<file path="src/rtl/lt24_mem_pkg.sv">
// rtl/lt24_mem_pkg.sv - shared requester indices, widths and command/tag types for the s2 memory arbiter
package lt24_mem_pkg;

    localparam int REQ_SCAN   = 0;
    localparam int REQ_SPRITE = 1;

    localparam int BG_ADDR_W  = 13;
    localparam int PIC_ADDR_W = 12;

    // Command fields are sized for the widest RAM instance; narrower ports zero-extend.
    localparam int CMD_ADDR_W = BG_ADDR_W;
    localparam int CMD_DATA_W = 16;
    localparam int CMD_BE_W   = CMD_DATA_W / 8;

    typedef struct packed {
        logic                  write;
        logic [CMD_ADDR_W-1:0] address;
        logic [CMD_DATA_W-1:0] writedata;
        logic [CMD_BE_W-1:0]   byteenable;
    } mem_cmd_t;

    typedef struct packed {
        logic valid;
        logic tag;
    } rd_tag_t;

endpackage

</file>
<file path="src/rtl/s2_mem_arbiter_rr_arb2.sv">
// rtl/s2_mem_arbiter_rr_arb2.sv - 2-way round-robin arbiter with a bounded burst allowance, one-hot grant
module rr_arb2 #(
    parameter int MAX_BURST = 4
) (
    input  logic       clk,
    input  logic       rst_n,
    input  logic [1:0] req,
    output logic [1:0] gnt
);

    localparam int               CNT_W   = $clog2(MAX_BURST) + 1;
    localparam logic [CNT_W-1:0] CNT_LIM = CNT_W'(MAX_BURST - 1);

    logic             rr_ptr;
    logic [CNT_W-1:0] burst_cnt;
    logic             gnt_idx;

    always_comb begin
        gnt     = '0;
        gnt_idx = rr_ptr;
        case (req)
            2'b01:   gnt_idx = 1'b0;
            2'b10:   gnt_idx = 1'b1;
            // Under contention the last owner keeps the port until its allowance runs out.
            2'b11:   gnt_idx = (burst_cnt < CNT_LIM) ? rr_ptr : ~rr_ptr;
            default: gnt_idx = rr_ptr;
        endcase
        if (|req) begin
            gnt[gnt_idx] = 1'b1;
        end
    end

    always_ff @(posedge clk or negedge rst_n) begin
        if (!rst_n) begin
            rr_ptr    <= 1'b0;
            burst_cnt <= '0;
        end else if (!(|req)) begin
            burst_cnt <= '0;
        end else begin
            if (gnt_idx == rr_ptr) begin
                burst_cnt <= (burst_cnt == CNT_LIM) ? burst_cnt : burst_cnt + CNT_W'(1);
            end else begin
                burst_cnt <= '0;
            end
            rr_ptr <= gnt_idx;
        end
    end

endmodule

</file>
<file path="src/rtl/s2_mem_arbiter.sv">
// rtl/s2_mem_arbiter.sv - shares one on-chip RAM s2 port between scan-out and sprite requesters, tagged read return
module s2_mem_arbiter
    import lt24_mem_pkg::*;
#(
    parameter int ADDR_W       = 13,
    parameter int DATA_W       = 16,
    parameter int BE_W         = 2,
    parameter int READ_LATENCY = 1,
    parameter int MAX_BURST    = 4
) (
    input  logic              clk_clk,
    input  logic              reset_reset_n,

    input  logic              r0_valid,
    output logic              r0_ready,
    input  logic              r0_write,
    input  logic [ADDR_W-1:0] r0_address,
    input  logic [DATA_W-1:0] r0_writedata,
    input  logic [BE_W-1:0]   r0_byteenable,
    output logic              r0_rvalid,
    output logic [DATA_W-1:0] r0_readdata,

    input  logic              r1_valid,
    output logic              r1_ready,
    input  logic              r1_write,
    input  logic [ADDR_W-1:0] r1_address,
    input  logic [DATA_W-1:0] r1_writedata,
    input  logic [BE_W-1:0]   r1_byteenable,
    output logic              r1_rvalid,
    output logic [DATA_W-1:0] r1_readdata,

    output logic [ADDR_W-1:0] mem_address,
    output logic              mem_chipselect,
    output logic              mem_clken,
    output logic              mem_write,
    output logic [DATA_W-1:0] mem_writedata,
    output logic [BE_W-1:0]   mem_byteenable,
    input  logic [DATA_W-1:0] mem_readdata
);

    logic [1:0]               gnt;
    mem_cmd_t                 cmd0;
    mem_cmd_t                 cmd1;
    mem_cmd_t                 sel_cmd;
    rd_tag_t [READ_LATENCY:0] tag_pipe;
    rd_tag_t                  tag_exit;

    rr_arb2 #(
        .MAX_BURST(MAX_BURST)
    ) u_arb (
        .clk  (clk_clk),
        .rst_n(reset_reset_n),
        .req  ({r1_valid, r0_valid}),
        .gnt  (gnt)
    );

    assign r0_ready = gnt[REQ_SCAN];
    assign r1_ready = gnt[REQ_SPRITE];

    assign cmd0 = '{write:      r0_write,
                    address:    CMD_ADDR_W'(r0_address),
                    writedata:  CMD_DATA_W'(r0_writedata),
                    byteenable: CMD_BE_W'(r0_byteenable)};
    assign cmd1 = '{write:      r1_write,
                    address:    CMD_ADDR_W'(r1_address),
                    writedata:  CMD_DATA_W'(r1_writedata),
                    byteenable: CMD_BE_W'(r1_byteenable)};

    assign sel_cmd  = gnt[REQ_SPRITE] ? cmd1 : cmd0;
    assign tag_exit = tag_pipe[READ_LATENCY];

    // Address and data hold between commands; only chipselect and write drop.
    always_ff @(posedge clk_clk or negedge reset_reset_n) begin
        if (!reset_reset_n) begin
            mem_address    <= '0;
            mem_chipselect <= 1'b0;
            mem_clken      <= 1'b0;
            mem_write      <= 1'b0;
            mem_writedata  <= '0;
            mem_byteenable <= '0;
        end else begin
            mem_clken <= 1'b1;
            if (|gnt) begin
                mem_chipselect <= 1'b1;
                mem_write      <= sel_cmd.write;
                mem_address    <= sel_cmd.address[ADDR_W-1:0];
                mem_writedata  <= sel_cmd.writedata[DATA_W-1:0];
                mem_byteenable <= sel_cmd.byteenable[BE_W-1:0];
            end else begin
                mem_chipselect <= 1'b0;
                mem_write      <= 1'b0;
            end
        end
    end

    // Stage 0 lines up with the issue register; the last stage lines up with valid readdata.
    always_ff @(posedge clk_clk or negedge reset_reset_n) begin
        if (!reset_reset_n) begin
            tag_pipe <= '0;
        end else begin
            tag_pipe[0] <= '{valid: (|gnt) & ~sel_cmd.write, tag: gnt[REQ_SPRITE]};
            for (int i = 1; i <= READ_LATENCY; i++) begin
                tag_pipe[i] <= tag_pipe[i-1];
            end
        end
    end

    always_ff @(posedge clk_clk or negedge reset_reset_n) begin
        if (!reset_reset_n) begin
            r0_rvalid   <= 1'b0;
            r1_rvalid   <= 1'b0;
            r0_readdata <= '0;
            r1_readdata <= '0;
        end else begin
            r0_rvalid <= 1'b0;
            r1_rvalid <= 1'b0;
            if (tag_exit.valid) begin
                if (tag_exit.tag) begin
                    r1_rvalid   <= 1'b1;
                    r1_readdata <= mem_readdata;
                end else begin
                    r0_rvalid   <= 1'b1;
                    r0_readdata <= mem_readdata;
                end
            end
        end
    end

endmodule

</file>
<file path="config.mk">
export PLATFORM = sky130hd
export DESIGN_NAME = s2_mem_arbiter
export DESIGN_NICKNAME = d
export VERILOG_FILES = /design/src/rtl/lt24_mem_pkg.sv /design/src/rtl/s2_mem_arbiter_rr_arb2.sv /design/src/rtl/s2_mem_arbiter.sv
export SDC_FILE = /design/constraint.sdc
export NUM_CORES = 1
export LEC_CHECK = 0
export BUFFER_PORTS_ARGS = -buffer_cell sky130_fd_sc_hd__buf_2
export CAP_MARGIN = 0
export CORE_MARGIN = 5
export CORE_UTILIZATION = 40
export CTS_CLUSTER_DIAMETER = 30
export DETAILED_ROUTE_END_ITERATION = 8
export PLACE_DENSITY_LB_ADDON = 0.25
export SYNTH_ARGS = -nofsm -noshare
export SYNTH_HDL_FRONTEND = slang
export SYNTH_SLANG_ARGS = --single-unit
</file>
<file path="constraint.sdc">
create_clock -name clk_clk -period 1.8 [get_ports clk_clk]
set_input_delay 0.36 -clock clk_clk [delete_from_list [all_inputs] [get_ports clk_clk]]
set_output_delay 0.36 -clock clk_clk [all_outputs]
set_load 0.02 [all_outputs]
</file>
==> results of run 1 <==
synth_stat cells (2+ instances only):
cell type,instances
dfrtp_1,76
nor2b_1,34
inv_1,33
mux2i_1,33
mux2_2,32
a211oi_1,31
a311oi_1,31
nand3b_1,31
or3b_2,27
clkbuf_1,19
buf_2,13
nand2_1,5
nor2_1,5
buf_6,4
or3b_1,4
nand2b_1,3
o2bb2ai_1,3
and2_1,2
ha_1,2
layout make-up:
type	instances	area, sq um	area share
clock buffer	9	124	0.0224
clock inverter	7	98.8	0.0178
inverter	33	124	0.0224
multi-input combinational	250	2160	0.390
sequential	76	1900	0.343
tap	136	170	0.0307
timing repair buffer	173	961	0.173
where the power goes:
part / total (uW) / leakage [uW] / internal (uW) / switching, uW
logic: 3110 / 0.00169 / 1330 / 1780
registers: 2560 / 0.000894 / 2280 / 282
clock network: 1460 / 0.000110 / 788 / 673
total: 7130 / 0.00269 / 4400 / 2730
per-stage QoR:
stage	instances	util	setup TNS [ps]	cell area, sq um
finish	684	0.532	-274	5540
global route	684	0.532	-386	5540
CTS	683	0.524	-332	5460
floorplan	398	-	0	4310
detailed placement	663	0.499	0	5200
global placement	663	0.499	0	5200
repair_timing:
| action | in CTS | in global routing |
|---|---|---|
| hold endpoints to repair | 29 | 0 |
| buffers inserted | 3 | 1 |
| endpoints found under the setup margin | 2 | 10 |
| pin swaps | 1 | 1 |
| gates resized for setup | 3 | 13 |
| hold buffers | 1 | 0 |
critical path, delay by kind of cell, from the launching register on:
| kind | cells | cell delay, ps |
|---|---|---|
| AO/OA/AOI/OAI | 1 | 220 |
| buffers and inverters | 1 | 120 |
| flip-flops | 1 | 420 |
| multiplexers | 1 | 340 |
| AND/OR/NAND/NOR | 1 | 160 |
worst max-delay path by stage:
stage                                        start        to  slack [ps]
floorplan                                 r0_valid  r0_ready          70
global placement    u_arb.burst_cnt[0]$_DFFE_PN0P_  r0_ready          90
detailed placement  u_arb.burst_cnt[0]$_DFFE_PN0P_  r0_ready          80
CTS                 u_arb.burst_cnt[1]$_DFFE_PN0P_  r1_ready        -170
global route        u_arb.burst_cnt[0]$_DFFE_PN0P_  r0_ready        -210
finish              u_arb.burst_cnt[0]$_DFFE_PN0P_  r0_ready        -170
cell families after synthesis:
logic type	after synthesis
AND/OR/NAND/NOR	112
flip-flops	76
buffers and inverters	72
AO/OA/AOI/OAI	68
multiplexers	66
adder cells (fa/ha/maj)	2
other	1
XOR/XNOR	1
registers in the layout, indices dropped and copies added (netlist names):
name	cells
mem_writedata	16
r1_rvalid	1
r1_readdata	16
tag_exit	2
tag_pipe	2
mem_write	1
mem_chipselect	1
r0_readdata	16
u_arb.rr_ptr	1
mem_byteenable	2
mem_clken	1
r0_rvalid	1
mem_address	13
u_arb.burst_cnt	3
layer usage:
layer  track usage  vias up  part of all wire
met1         0.219     1696              0.44
met5             0        -                 0
met4        0.0515        0             0.010
met3        0.0440        9             0.081
met2         0.262      110              0.47
li1              -     1726                 -
==> summary.txt, run 1 <==
Outcome
  – Result of the run: finished, violations left
  – Failing checks: negative setup slack

Cells and area
  – Most common cell after layout, fill and taps aside: buf_2
  – Syn-to-layout area delta: 28.6%
  – Diode count: 0
  – Filler cells: 971
  – Layout cell share with drive strength beyond 1: 0.480
  – Total Nets Final: 629
  – Commonest non-fill, non-tap cells in the layout: buf_2 (149), dfrtp_1 (75), nor2b_1 (34)

Logic synthesis
  – Post-synth ARST share: 1.00
  – Mapped Area: 4310 sq um
  – Syn Nets: 484
  – Yosys top cell area share: 0.441
  – FF+latch count, synth: 76
  – Top_reg_cell synth: dfrtp_1
  – Post-synthesis adder-cell area fraction: 0.00581
  – Post-Synth XOR/XNOR Area: 0.00203
  – Syn_area_per_cell: 10.8 sq um
  – Main combinational cell family by area after synthesis: simple AND/OR/NAND/NOR gates
  – EDFF count, synth: 0
  – Cell accounting for the most synthesized area: dfrtp_1
  – Register area share after synthesis: 0.441
  – Mapped Cells: 398
  – Simple-Gate Fraction of Synth Area: 0.184
  – Synth warn: 0
  – Yosys cell types: 29
  – Largest cells by area after synthesis: dfrtp_1 (44%), mux2_2 (8.4%), mux2i_1 (7.7%), a311oi_1 (6.3%), or3b_2 (5.5%)
  – Multiplexer share of the synthesized area: 0.164
  – Post-synthesis compound-gate area fraction: 0.128

Floorplanning
  – Die width: 114 um
  – Io pins: 154
  – Core Area: 10400 sq um
  – Initial core utilization: 0.414
  – Die height: 114 um
  – Row count: 37
  – Die ar.: 12900 sq um

Timing
  – Max-slew headroom: 0.606
  – Worst slew pin tran: 592 ps
  – Final Hold Viols: 0
  – Final max-slew violation count: 0
  – Unrepaired setup endpoints after global routing: true
  – Worst Skew: 7.88 ps
  – Min Clock Period, post-route: 1970 ps
  – Fmax: 508 MHz
  – Ratio of final minimum period to clock period: 1.09
  – Final worst setup slack: -168 ps
  – Final setup vio count: 2
  – Hold Slack: 257 ps

Power
  – P_leak: 0.00269 uW
  – VDD IR-drop max: 0.000625 V
  – Pwr dens: 1290 nW/um^2
  – Total chip power: 7130 uW

Drt
  – DR iter-0 viols: 146
  – DRC violations left: 0
  – Antenna-violating nets left: 0
  – Vias per inst: 5.18
  – Via count: 3541
  – 1st-pass router iterations: 4
  – Routed wire length: 10.9 mm
  – Drt wl/cell: 15.9 um

Setup path
  – Worst Setup Start Kind: flop
  – Worst R2R End: mem_byteenable[0]$_DFFE_PN0P_
  – Flop2flop setup slack: 60 ps
  – R2R depth: 5
  – Worst Path Arrival: 1610 ps
  – Worst path slowest cell: dfrtp_1
  – Max incr delay on CP: 420 ps
  – Critical R2R Launch: u_arb.burst_cnt[0]$_DFFE_PN0P_
  – Cell Chain, Critical Path: a21oi_4, mux2_4, and2_4, buf_6
  – WP data required: 1440 ps
  – CP max FO: 4
  – Crit end category: output pin
  – WS Path Type: reg2out

Clocking
  – Clock Sinks: 76
  – Worst skew pair latency: 340 ps
  – Worst-path clk slew: 80 ps
  – Clock buffer depth: 2
  – Htree depth: 3
  – Clock root cell: clkbuf_8
  – TritonCTS buffer count: 9
  – CTS tree: built

GRT
  – Congestion Overflow GR: 0
  – Vias in the first global route: 3574
  – Antenna violations before repair: 0
  – First-pass GRT wire length: 17.4 mm
  – Total GRT Usage: 0.164
  – Largest net degree at the start of global routing: 64

Run
  – MaxCap Viol Count: 0

Hold path
  – Min-delay src: mem_readdata[8]
  – Hold depth: 2
  – Min-Delay Path Class: in2reg
  – Hold EP: r1_readdata[8]$_DFFE_PN0P_

Place
  – Detail Placement HPWL: 7.55 mm
  – IO Port Bufs: 153
  – GPL Wtd Cong: 0.735
  – Place WS: 80.7 ps
(Power assumes the default switching activity.)
==> inputs of run 2 (changes only) <==
--- a/config.mk
+++ b/config.mk
@@ -8,10 +8,11 @@
 export BUFFER_PORTS_ARGS = -buffer_cell sky130_fd_sc_hd__buf_2
 export CAP_MARGIN = 0
 export CORE_MARGIN = 5
-export CORE_UTILIZATION = 40
+export CORE_UTILIZATION = 35
 export CTS_CLUSTER_DIAMETER = 30
 export DETAILED_ROUTE_END_ITERATION = 8
 export PLACE_DENSITY_LB_ADDON = 0.25
 export SYNTH_ARGS = -nofsm -noshare
 export SYNTH_HDL_FRONTEND = slang
 export SYNTH_SLANG_ARGS = --single-unit
+export TNS_END_PERCENT = 50
==> run 2 against run 1 <==
Effect of this change: the run still ends with negative setup slack left; die area grew 13%; final area grew 2.3%; via count grew 1.2%; largest power group unchanged; highest routed layer is now met5.
==> summary.txt, run 2 (same netlist as run 1, synthesis figures left out) <==
Drt
  – Drt wl/cell: 15.5 um (was 15.9 um)
  – Routed wire length: 11.1 mm (was 10.9 mm)
  – Via count: 3585 (was 3541)
  – DR iter-0 viols: 131 (was 146)
  – DRC violations left: 0 (unchanged)
  – Vias per inst: 4.99 (was 5.18)
  – Antenna-violating nets left: 0 (unchanged)
  – 1st-pass router iterations: 4 (unchanged)

Clocking
  – Clock Sinks: 76 (unchanged)
  – CTS tree: built (unchanged)
  – TritonCTS buffer count: 9 (unchanged)
  – Clock root cell: clkbuf_16 (was clkbuf_8)
  – Clock buffer depth: 2 (unchanged)
  – Worst skew pair latency: 330 ps (was 340 ps)
  – Htree depth: 3 (unchanged)
  – Worst-path clk slew: 60 ps (was 80 ps)

GRT
  – Antenna violations before repair: 1 (was 0)
  – First-pass GRT wire length: 18.4 mm (was 17.4 mm)
  – Total GRT Usage: 0.154 (was 0.164)
  – Congestion Overflow GR: 0 (unchanged)
  – Largest net degree at the start of global routing: 60 (was 64)
  – Vias in the first global route: 3786 (was 3574)

Hold path
  – Min-delay src: mem_readdata[10] (was mem_readdata[8])
  – Min-Delay Path Class: in2reg (unchanged)
  – Hold EP: r1_readdata[10]$_DFFE_PN0P_ (was r1_readdata[8]$_DFFE_PN0P_)
  – Hold depth: 2 (unchanged)

Cells and area
  – Total Nets Final: 631 (was 629)
  – Top flop regs: mem_writedata x16, r0_readdata x16, r1_readdata x16 (unchanged)
  – Layout Utilization: 0.470 (was 0.532)
  – Sequential standard cell area: 1900 sq um (unchanged)
  – Commonest non-fill, non-tap cells in the layout: buf_2 (149), dfrtp_1 (75), inv_1 (33), nor2b_1 (33) (was buf_2 (149), dfrtp_1 (75), nor2b_1 (34))
  – Most common cell after layout, fill and taps aside: buf_2 (unchanged)
  – Filler cells: 1110 (was 971)
  – Footprint of the multi-input gates: 2120 sq um (was 2160 sq um)
  – Layout cell share with drive strength beyond 1: 0.469 (was 0.480)
  – Syn-to-layout area delta: 31.7% (was 28.6%)
  – Diode count: 0 (unchanged)

Place
  – GPL Wtd Cong: 0.758 (was 0.735)
  – IO Port Bufs: 153 (unchanged)
  – Detail Placement HPWL: 7.78 mm (was 7.55 mm)

Timing
  – Final Hold Viols: 0 (unchanged)
  – Final worst setup slack: -168 ps (about the same)
  – Final max-slew violation count: 0 (unchanged)
  – Fmax: 508 MHz (about the same)
  – Unrepaired setup endpoints after global routing: true (unchanged)
  – Worst slew pin tran: 560 ps (was 592 ps)
  – Min Clock Period, post-route: 1970 ps (about the same)
  – Worst Skew: 9.67 ps (was 7.88 ps)
  – Max-slew headroom: 0.627 (was 0.606)
  – Final setup vio count: 2 (unchanged)
  – Ratio of final minimum period to clock period: 1.09 (about the same)
  – Hold Slack: 276 ps (was 257 ps)

Floorplanning
  – Io pins: 154 (unchanged)
  – Initial core utilization: 0.357 (was 0.414)
  – Row count: 40 (was 37)
  – Die width: 121 um (was 114 um)
  – Core Area: 12100 sq um (was 10400 sq um)
  – Die height: 121 um (was 114 um)
  – Die ar.: 14600 sq um (was 12900 sq um)

Power
  – P_leak: 0.00274 uW (was 0.00269 uW)
  – Pwr dens: 1330 nW/um^2 (was 1290 nW/um^2)
  – VDD IR-drop max: 0.000537 V (was 0.000625 V)

Setup path
  – Flop2flop setup slack: 80 ps (was 60 ps)
  – Critical R2R Launch: u_arb.burst_cnt[0]$_DFFE_PN0P_ (unchanged)
  – Worst R2R End: mem_writedata[0]$_DFFE_PN0P_ (was mem_byteenable[0]$_DFFE_PN0P_)
  – R2R depth: 5 (unchanged)
  – CP max FO: 3 (was 4)
  – Worst Path Arrival: 1610 ps (about the same)
  – WS Path Type: reg2out (unchanged)
  – Crit end category: output pin (unchanged)
  – Worst Setup Start Kind: flop (unchanged)
  – WP data required: 1440 ps (about the same)

Outcome
  – Result of the run: finished, violations left (unchanged)
  – Failing checks: negative setup slack (unchanged)

Run
  – MaxCap Viol Count: 0 (unchanged)
[run 2: changes by cell type in the layout (fill, tap and decap cells not counted), moves of 2 or more]
cell,change
buf_4,-2
clkbuf_8,-7
clkbuf_16,+9
a311oi_2,-8
a311oi_1,+8
buf_6,+3
[run 2: critical path, cell delays in order, from the launching register on]
cell and delay, ps:
dfrtp_1 420, a21oi_4 240, mux2_4 330, and2_4 160, buf_6 120
[run 2: power breakdown]
part           leakage, uW  internal, uW  switching [uW]
logic              0.00170          1360            1790
clock network     0.000152          1150             704
registers         0.000894          2280             282
[run 2: what timing repair did]
action / CTS / global route
endpoints found under the setup margin: 2 / 12
pin swaps: 1 / 2
hold buffers: 1 / 0
setup buffers: 4 / 1
endpoints found under the hold margin: 23 / 0
gates resized for setup: 6 / 7
[run 2: worst max path at each step]
stage                                               from                            end  cells past startpoint
after detailed placement  u_arb.burst_cnt[0]$_DFFE_PN0P_  mem_writedata[13]$_DFFE_PN0P_                      4
after global placement    u_arb.burst_cnt[0]$_DFFE_PN0P_                       r0_ready                      4
final                     u_arb.burst_cnt[0]$_DFFE_PN0P_                       r0_ready                      4
after floorplan                                 r0_valid                       r0_ready                      4
after global routing      u_arb.burst_cnt[0]$_DFFE_PN0P_                       r0_ready                      4
after CTS                 u_arb.burst_cnt[1]$_DFFE_PN0P_                       r0_ready                      4
[run 2: area by class of cell]
cell class / instances / area share
sequential: 76 / 0.336
timing repair buffer: 175 / 0.176
multi-input combinational: 250 / 0.374
clock buffer: 11 / 0.0446
inverter: 33 / 0.0218
tap: 168 / 0.0371
clock inverter: 5 / 0.0106
[run 2: per-stage QoR]
step                      power (uW)  cell area [sq um]  TNS (ps)  setup slack, ps  cells
after floorplan                 4610               4310         0             72.7    398
final                           7560               5670      -256             -168    718
after global routing            8030               5670      -328             -199    718
after CTS                       7610               5630      -246             -126    717
after global placement          5560               5260         0              169    696
after detailed placement        5640               5260         0              149    696
[run 2: routing by layer]
| layer | up-vias | global-route usage | wire length (um) |
|---|---|---|---|
| met3 | 13 | 0.0392 | 811 |
| li1 | 1729 | - | - |
| met5 | - | 0 | 13 |
| met2 | 121 | 0.252 | 5000 |
| met4 | 2 | 0.0432 | 122 |
| met1 | 1720 | 0.202 | 5200 |
